**config.mk**
```make
export PLATFORM = sky130hd
export DESIGN_NAME = rv_fetch_ctrl
export DESIGN_NICKNAME = d
export VERILOG_FILES = /design/src/rtl/rv_fetch_ctrl.sv
export SDC_FILE = /design/constraint.sdc
export NUM_CORES = 1
export LEC_CHECK = 0
export CAP_MARGIN = 10
export CORE_AREA = 2 2 168 170
export CTS_CLUSTER_DIAMETER = 200
export CTS_CLUSTER_SIZE = 20
export DETAILED_ROUTE_END_ITERATION = 6
export DIE_AREA = 0 0 170 172
export REMOVE_ABC_BUFFERS = 1
export SLEW_MARGIN = 10
export SYNTH_ARGS = -nofsm -noshare
export SYNTH_HDL_FRONTEND = slang
export SYNTH_SLANG_ARGS = --single-unit
```
**constraint.sdc**
```tcl
create_clock -name clk -period 4.8 [get_ports clk]
set_clock_uncertainty 0.05 [all_clocks]
set_input_delay 0.96 -clock clk [delete_from_list [all_inputs] [get_ports clk]]
set_output_delay 0.96 -clock clk [all_outputs]
set_load 0.01 [all_outputs]
```
**src/rtl/rv_fetch_ctrl.sv**
```systemverilog
// Instruction-fetch sequencer: owns the fetch PC, issues one imem request at
// a time, buffers the returned instruction for decode and applies redirects.
//
// state | meaning
// REQ   | presenting pc to imem (when the buffer is free), waiting for gnt
// WAIT  | request granted, waiting for the single rvalid response
module rv_fetch_ctrl #(
  parameter int ADDR_WIDTH  = 64,
  parameter int INSTR_WIDTH = 32,
  parameter logic [ADDR_WIDTH-1:0] RESET_PC = '0
) (
  input  logic                   clk,
  input  logic                   rst,
  output logic                   imem_req_o,
  output logic [ADDR_WIDTH-1:0]  imem_addr_o,
  input  logic                   imem_gnt_i,
  input  logic                   imem_rvalid_i,
  input  logic [INSTR_WIDTH-1:0] imem_rdata_i,
  input  logic                   redirect_i,
  input  logic [ADDR_WIDTH-1:0]  redirect_pc_i,
  input  logic                   stall_i,
  output logic                   instr_valid_o,
  output logic [INSTR_WIDTH-1:0] instr_o,
  output logic [ADDR_WIDTH-1:0]  instr_pc_o
);

  localparam logic [0:0] ST_REQ  = 1'b0;
  localparam logic [0:0] ST_WAIT = 1'b1;

  logic [0:0]            state;
  logic [ADDR_WIDTH-1:0] pc;
  logic [ADDR_WIDTH-1:0] pc_req;
  logic                  discard;
  logic                  free;
  logic                  consume;

  // Buffer can take a new instruction if empty or being drained this cycle.
  always_comb begin
    free    = !instr_valid_o || !stall_i;
    consume = instr_valid_o && !stall_i;
  end

  // Request only from REQ with room in the buffer; redirect and reset mask it.
  always_comb begin
    imem_req_o  = rst && (state == ST_REQ) && free && !redirect_i;
    imem_addr_o = pc;
  end

  // Fetch FSM, PC, stale-response tracking and output buffer.
  always_ff @(posedge clk) begin
    if (!rst) begin
      state         <= ST_REQ;
      pc            <= RESET_PC;
      pc_req        <= '0;
      discard       <= 1'b0;
      instr_valid_o <= 1'b0;
      instr_o       <= '0;
      instr_pc_o    <= '0;
    end else begin
      if (consume) instr_valid_o <= 1'b0;
      if (redirect_i) begin
        pc            <= {redirect_pc_i[ADDR_WIDTH-1:2], 2'b00};
        instr_valid_o <= 1'b0;
        if (state == ST_WAIT) begin
          // A response arriving with the redirect is dropped right here;
          // otherwise it is still in flight and must be swallowed later.
          if (imem_rvalid_i) begin
            state   <= ST_REQ;
            discard <= 1'b0;
          end else begin
            discard <= 1'b1;
          end
        end
      end else begin
        case (state)
          ST_REQ: begin
            if (imem_req_o && imem_gnt_i) begin
              pc_req <= pc;
              pc     <= pc + ADDR_WIDTH'(4);
              state  <= ST_WAIT;
            end
          end
          ST_WAIT: begin
            if (imem_rvalid_i) begin
              if (!discard) begin
                instr_o       <= imem_rdata_i;
                instr_pc_o    <= pc_req;
                instr_valid_o <= 1'b1;
              end
              discard <= 1'b0;
              state   <= ST_REQ;
            end
          end
          default: state <= ST_REQ;
        endcase
      end
    end
  end

endmodule
```
Word-level counts from Yosys, hierarchy flattened
Index checks and enable logic that the tools add are counted.

storage, ports and cells
  register bits after elaboration = 227
  input bits = 102
  output and inout port bits = 162
  word-level logic and storage cells = 47

operators by class
  $add $sub $neg = 1
  eq/ne operators = 1
  mux-type cells = 16
  bitwise gates (word level) = 4
  reductions and logical operators = 17

operator list
  cell                     number
  $mux W64                 3
  $add A64 B3 Y64 const B  1
  $mux W1                  12
  $reduce_and A2 Y1        3
  $logic_and A1 B1 Y1      5
  $not A1 Y1               4
  $reduce_and A4 Y1        1
  $reduce_bool A2 Y1       2
  $logic_not A1 Y1         3
  $reduce_and A3 Y1        1
  $ne A2 B2 Y1 const B     1
  $pmux W1 S2              1
  $reduce_or A2 Y1         1
  $logic_or A1 B1 Y1       1

Logic depth before layout (Yosys ltp)
Gate-level depths: netlist of the first run.

  word-level depth = 8
  depth in mapped cells = 8
  gate-level depth less buffers = 6

Worst setup path after synthesis of the first run
Ideal clock, no wire load.

  kind = input port to output port
  from = input redirect_i
  to = output imem_req_o
  data arrival time = 2.034 ns
  required time = 3.790 ns
  path slack = 1.756 ns
  cell stages on the path = 6
  buffers on the path = 3
  cell sequence = clkbuf_1 -> inv_1 -> clkbuf_1 -> clkbuf_1 -> nand2_1 -> nor2_1

between the ends
  longest elaborated chain between the ends = 2

RTL lines
  what                 line  text
  start, declared      19    input logic redirect_i,
  $logic_not A1 Y1     45    imem_req_o = rst && (state == ST_REQ) && free && !redirect_i;
  $logic_and A1 B1 Y1  45
  end, declared        14    output logic imem_req_o,

No other way between the ends.

Final worst setup path of the first run
  from = input rst
  to = register pc[28], in the netlist imem_addr_o[28]

between the ends
  longest elaborated chain between the ends = 6

RTL lines
  what                              line  text
  start, declared                   13    input logic rst,
  $logic_and A1 B1 Y1 (3 in a row)  45
  $logic_and A1 B1 Y1               77    if (imem_req_o && imem_gnt_i) begin
  $reduce_bool A2 Y1 (no line)      n/a
  $reduce_and A2 Y1 (no line)       n/a
  end signal, assigned              62    pc <= {redirect_pc_i[ADDR_WIDTH-1:2], 2'b00};
  end signal, assigned              79    pc <= pc + ADDR_WIDTH'(4);
  end, declared                     31    logic [ADDR_WIDTH-1:0] pc;

Several ways; a longest one is shown, not always the timed one.
A chain may end at the register's enable or synchronous reset.

==> results of run 1 <==
## flip-flops by register name, indices dropped and copies added, names as in the netlist
| signal | flops |
|---|---|
| instr_valid_o | 1 |
| discard | 1 |
| pc_req | 62 |
| instr_pc_o | 62 |
| instr_o | 32 |
| state | 1 |
| imem_addr_o | 62 |
## cells in the final DEF, fill, tap and decap left out, types with 3 or more instances in the layout
master	Yosys	layout
nand2_1	379	377
clkdlybuf4s50_1	0	255
dfxtp_1	221	221
a21oi_1	183	182
nand3_1	43	43
o21ai_0	30	30
nor2_1	28	27
nand4_1	26	26
a31oi_1	26	26
buf_4	5	17
nor3_1	17	16
and3_1	15	15
or4_1	15	15
clkbuf_16	0	15
nor4_1	15	14
or3_1	13	13
and2_1	12	12
o211ai_1	11	11
and4_1	6	6
inv_1	6	6
o311ai_0	6	6
o31ai_1	5	5
xor2_1	5	5
mux2_2	5	5
or2_2	4	4
a32oi_1	4	4
o22ai_1	4	4
a211oi_1	4	4
xnor2_1	4	4
o21a_1	4	4
a22oi_1	4	4
conb_1	1	4
nand3b_1	3	3
mux2i_1	3	3
o41ai_1	3	3
o31a_1	3	3
nor4b_1	3	3
a22o_1	3	3
o21bai_1	3	3
## where the power goes
group / leakage [uW] / total (uW) / internal (uW) / switching (uW)
clock: 0.000200 / 1250 / 579 / 673
sequential: 0.00179 / 1960 / 1880 / 80.3
combinational: 0.00208 / 381 / 193 / 189
## per-layer routing
metal / vias to the layer above / wire, um / global-route usage [%]
met3: 33 / 2550 / 4.05
met1: 4441 / 14300 / 29.1
met4: 0 / 555 / 4.57
met5: - / 0 / 0
li1: 4743 / - / -
met2: 349 / 14600 / 33.7
## stage by stage
| stage | TNS (ns) | hold slack (ns) | setup WS [ns] | total power [uW] |
|---|---|---|---|---|
| 2_1_floorplan | -130.84 | 0.382 | -1.36 | 2120 |
| 3_3_place_gp | 0 | 0.388 | 0.974 | 2380 |
| 3_5_place_dp | 0 | 0.395 | 0.928 | 2380 |
| 4_1_cts | 0 | 0.408 | 1.46 | 3640 |
| 5_1_grt | 0 | 0.422 | 1.23 | 3740 |
| 6_report | 0 | 0.404 | 1.44 | 3590 |
## cell type report
cell class / count / share of cell area [%]
Sequential cell: 221 / 34.8
Multi-Input combinational cell: 921 / 37.1
Clock buffer: 16 / 2.98
Inverter: 7 / 0.246
Timing Repair Buffer: 275 / 21.3
Clock inverter: 2 / 0.226
Tap cell: 346 / 3.40
## path summary, 6_finish.rpt
path / startpoint / to / slack (ns) / depth (start not counted)
setup / recovery: rst / imem_addr_o[28] / 1.44 / 7
hold / removal: pc_req[43] / instr_pc_o[43] / 0.40 / 2
setup reg to reg: imem_addr_o[14] / imem_addr_o[30] / 1.78 / 5
hold reg to reg: pc_req[43] / instr_pc_o[43] / 0.40 / 2
## logic make-up after synthesis
kind of cell    count (synthesis)
compound gates                309
xor+xnor                        9
fa+ha+maj                       1
buf+inv                       103
flops                         221
mux                             8
other cells                     1
simple gates                  590
## worst max-delay path: cells and delay by family
kind,cells,cell delay [ns]
buf+inv,2,0.88
mux,1,0.28
compound gates,1,0.13
simple gates,3,1.43
==> flow_summary.toml, run 1 <==
[worst_setup_path]
crit_path_start_kind = "input port"
cp_max_fo = 27
crit_path_end_kind = "flip-flop"
worst_ep_required_time_ns = 5.15
cp_slowest_cell = "nand3b_1"
worstPathCellList = "buf_2 -> nand3b_1 -> nor2_4 -> buf_4 -> nand2_1 -> mux2_2 -> a21oi_1"
setup.worst_path.class = "input port to flip-flop"
arrival_ns = 3.71
slowest_delay_ns = 0.67

[cts]
cts_made_buffers = 15
cts_htree_levels = 1
cts_hold_buf = 0
cts_root_buffer = "clkbuf_16"
cts.sinks = 221
cts_setup_buffers = 0
clk_pin_slew_ns = 0.09
cts_tree = "yes"
clock_latency_ns = 0.51
cts_buffer_depth = 3
post_cts_resized = 0

[synthesis]
synth_xor_area_share_pct = 0.830
synth_top_cell_area_share_pct = 46.6
synth.most_common_cell = "nand2_1"
synth_common_cells = "nand2_1 (379), dfxtp_1 (221), a21oi_1 (183)"
ys_seq_elements = 221
synth_area_leader_cell = "dfxtp_1"
synthMuxAreaShare_pct = 0.909
synth_top_family_by_area = "simple AND/OR/NAND/NOR gates"
syn_area_per_cell_um2 = 7.65
synthTopCellsByArea = "dfxtp_1 (47%), nand2_1 (15%), a21oi_1 (9.6%)"
ys.flop_type = "dfxtp_1"
synth-seq-area-share_pct = 46.6
synth_edf_count = 0
syn_inst = 1242
synth_area_um2 = 9500
synth-adder-area-share_pct = 0.132
synth-compound-area-share_pct = 19.0
synth-async-reset-ratio_pct = 0
ys_warn_count = 0
yosysUniqueCellTypes = 65
synth-simple-area-share_pct = 28.2

[timing]
fin_crit_sh_pct = 69.9
setup_violations = 0
slew_violations = 0
max_freq_mhz = 298
rsz0062_at_grt = "false"
relSlewSlack_pct = 25.7
worst_pin_slew_ns = 1.11
hold_viol = 0
min_period_ns = 3.36

[global_routing]
grt_pass1_wl_um = 48700
gr-total-overflow = 0
track_usage_pct = 20.9
grt_pass1_vias = 8514
grt_max_degree = 113
antenna_found_initial = 0

[routing]
wire_per_inst_um = 17.9
vias_per_cell = 5.35
first_pass_iters = 5
drt_iter0_markers = 695
via_count = 9566
wl_um = 31900
ant_nets = 0
drc = 0

[cells_and_area]
fillers = 2734
layout.cells.non_filler = 1788
area_growth_pct = 33.9
utilization_pct = 46.3
diodes = 0
regArea_um2 = 4420
final_area_um2 = 12700
fin_nets = 1544
multi_input_area_um2 = 4720
drive_gt1_share_pct = 4.23

[place]
post-place-cells = 1770
io_buffer_count = 257
place_area_um2 = 12300
hpwl_um = 21000
gp_congestion = 0.832

[pwr]
p_leak_uw = 0.00408
vdd_drop_max_mv = 0.151
power_density_nw_per_um2 = 282

[floorplan]
fp.dieW_um = 170
core_area_um2 = 27500
rows = 61
initial_core_util_pct = 34.6
io_pins = 264
die_y_um = 172
dieArea_um2 = 29200

[min_path]
hold_class = "flip-flop to flip-flop"

[run]
drv_cap = 0

[run_status]
status = "completed"
Note: power is estimated with default switching activity, not from simulation.
==> inputs of run 2 (changes only) <==
==> constraint.sdc (replaced) <==
create_clock -name clk -period 3 [get_ports clk]
set_clock_uncertainty 0.05 [all_clocks]
set_input_delay 0.6 -clock clk [delete_from_list [all_inputs] [get_ports clk]]
set_output_delay 0.6 -clock clk [all_outputs]
set_load 0.01 [all_outputs]
==> run 2 against run 1 <==
Global-route usage is 0.40 points higher; count of clock-buffer cells in the layout did not move; clock power is 59% higher; register-to-register slack lost 1.4 ns; sequential cell count stayed put.
==> flow_summary.toml, run 2 (same netlist as run 1, synthesis figures left out) <==
[pwr]
p_leak_uw = 0.00429
vdd_drop_max_mv = 0.337
power_uw = 5770
power_density_nw_per_um2 = 442

[cts]
cts_hold_buf = 0
cts_tree = "yes"
cts_htree_levels = 1
cts_made_buffers = 15
cts_root_buffer = "clkbuf_16"
cts_buffer_depth = 3
clock_latency_ns = 0.50
cts.sinks = 221
clk_pin_slew_ns = 0.09
post_cts_resized = 0
cts_setup_buffers = 0

[cells_and_area]
utilization_pct = 47.5
layout.cells.non_filler = 1828
fillers = 2763
drive_gt1_share_pct = 6.68
final_common_cell = "nand2_1"
fin_nets = 1584
area_growth_pct = 37.4
layout_common_cells = "nand2_1 (377), clkdlybuf4s50_1 (255), dfxtp_1 (221)"

[global_routing]
antenna_found_initial = 0
grt_pass1_vias = 8985
gr-total-overflow = 0
track_usage_pct = 21.3
grt_pass1_wl_um = 50000
grt_max_degree = 74

[timing]
fin_crit_sh_pct = 88.7
setup_ws_ns = 0.340
worst_pin_slew_ns = 0.711
setup_violations = 0
max_freq_mhz = 376
relSlewSlack_pct = 52.2
rsz0062_at_grt = "false"
hold_viol = 0
slew_violations = 0
tns_ns = 0
min_period_ns = 2.66

[routing]
ant_nets = 0
wl_um = 32200
wire_per_inst_um = 17.6
drt_iter0_markers = 705
drc = 0
vias_per_cell = 5.31
via_count = 9712
first_pass_iters = 5

[worst_setup_path]
crit_path_end_kind = "flip-flop"
crit_top_cell = "o311ai_0"
crit_family = "simple AND/OR/NAND/NOR gates"
setup.worst_path.class = "flip-flop to flip-flop"
cp_slowest_cell = "or4_1"
cp.buffers_inverters = 0
slowest_delay_ns = 0.64
arrival_ns = 2.96
cp_max_fo = 7
worst_ep_required_time_ns = 3.30
worstPathCellList = "nand3_2 -> or4_1 -> or4_4 -> o311ai_0 -> o311ai_0"
crit_path_start_kind = "flip-flop"

[place]
dp_slack_ns = 0.244
io_buffer_count = 257
gp_congestion = 0.856
post-place-cells = 1810
hpwl_um = 22100

[floorplan]
rows = 61
core_area_um2 = 27500
io_pins = 264
die_y_um = 172
fp.dieW_um = 170
initial_core_util_pct = 34.6
dieArea_um2 = 29200

[run_status]
status = "completed"

[min_path]
hold_class = "flip-flop to flip-flop"

[run]
drv_cap = 0
==> run 2: cell types whose count changed in the layout (fill, tap and decap cells not counted), sizes merged <==
cell   before  now
diode       0    1
buf        20   60
inv         9    8
==> run 2: report_power, final <==
| part | internal (uW) | switching [uW] |
|---|---|---|
| combinational | 338 | 331 |
| clock | 920 | 1070 |
| sequential | 3010 | 105 |
| total | 4260 | 1510 |
==> run 2: area by class of cell <==
cell class | count | area (um2) | area share, %
inverter | 7 | 31.3 | 0.240
clock inverter | 1 | 20.0 | 0.153
sequential | 221 | 4420 | 33.9
clock buffer | 16 | 379 | 2.91
antenna | 1 | 2.50 | 0.0192
tap | 346 | 433 | 3.32
timing repair buffer | 315 | 3050 | 23.4
multi-input combinational | 921 | 4710 | 36.1
==> run 2: tightest hold or removal path, cell delays in order, from the launching register on <==
cell and delay, ns:
dfxtp_1 0.31, nand2_1 0.05, a21oi_1 0.05
==> run 2: routing by layer <==
layer  part of all wire, %  wire length, um  vias up  global-route usage, %
met2                    44            14100      332                   33.4
li1                      -                -     4818                      -
met3                   6.6             2140       48                   3.55
met5                     0                0        -                      0
met1                    47            15000     4514                   29.9
met4                   3.0              954        0                   6.76
==> run 2: path summary, 6_finish.rpt <==
path                            cells past startpoint               to       startpoint  slack, ns
worst max register to register                      5  imem_addr_o[62]  imem_addr_o[11]       0.34
worst min-delay path                                2      instr_o[20]      instr_o[20]       0.40
worst max-delay path                                5  imem_addr_o[62]  imem_addr_o[11]       0.34
worst min register to register                      2      instr_o[20]      instr_o[20]       0.40
==> run 2: through the flow <==
step | hold slack, ns | cell area, um2
final | 0.404 | 13000
after CTS | 0.405 | 13000
after floorplan | 0.382 | 9130
after global routing | 0.422 | 13000
after detailed placement | 0.394 | 12600
after global placement | 0.390 | 12600
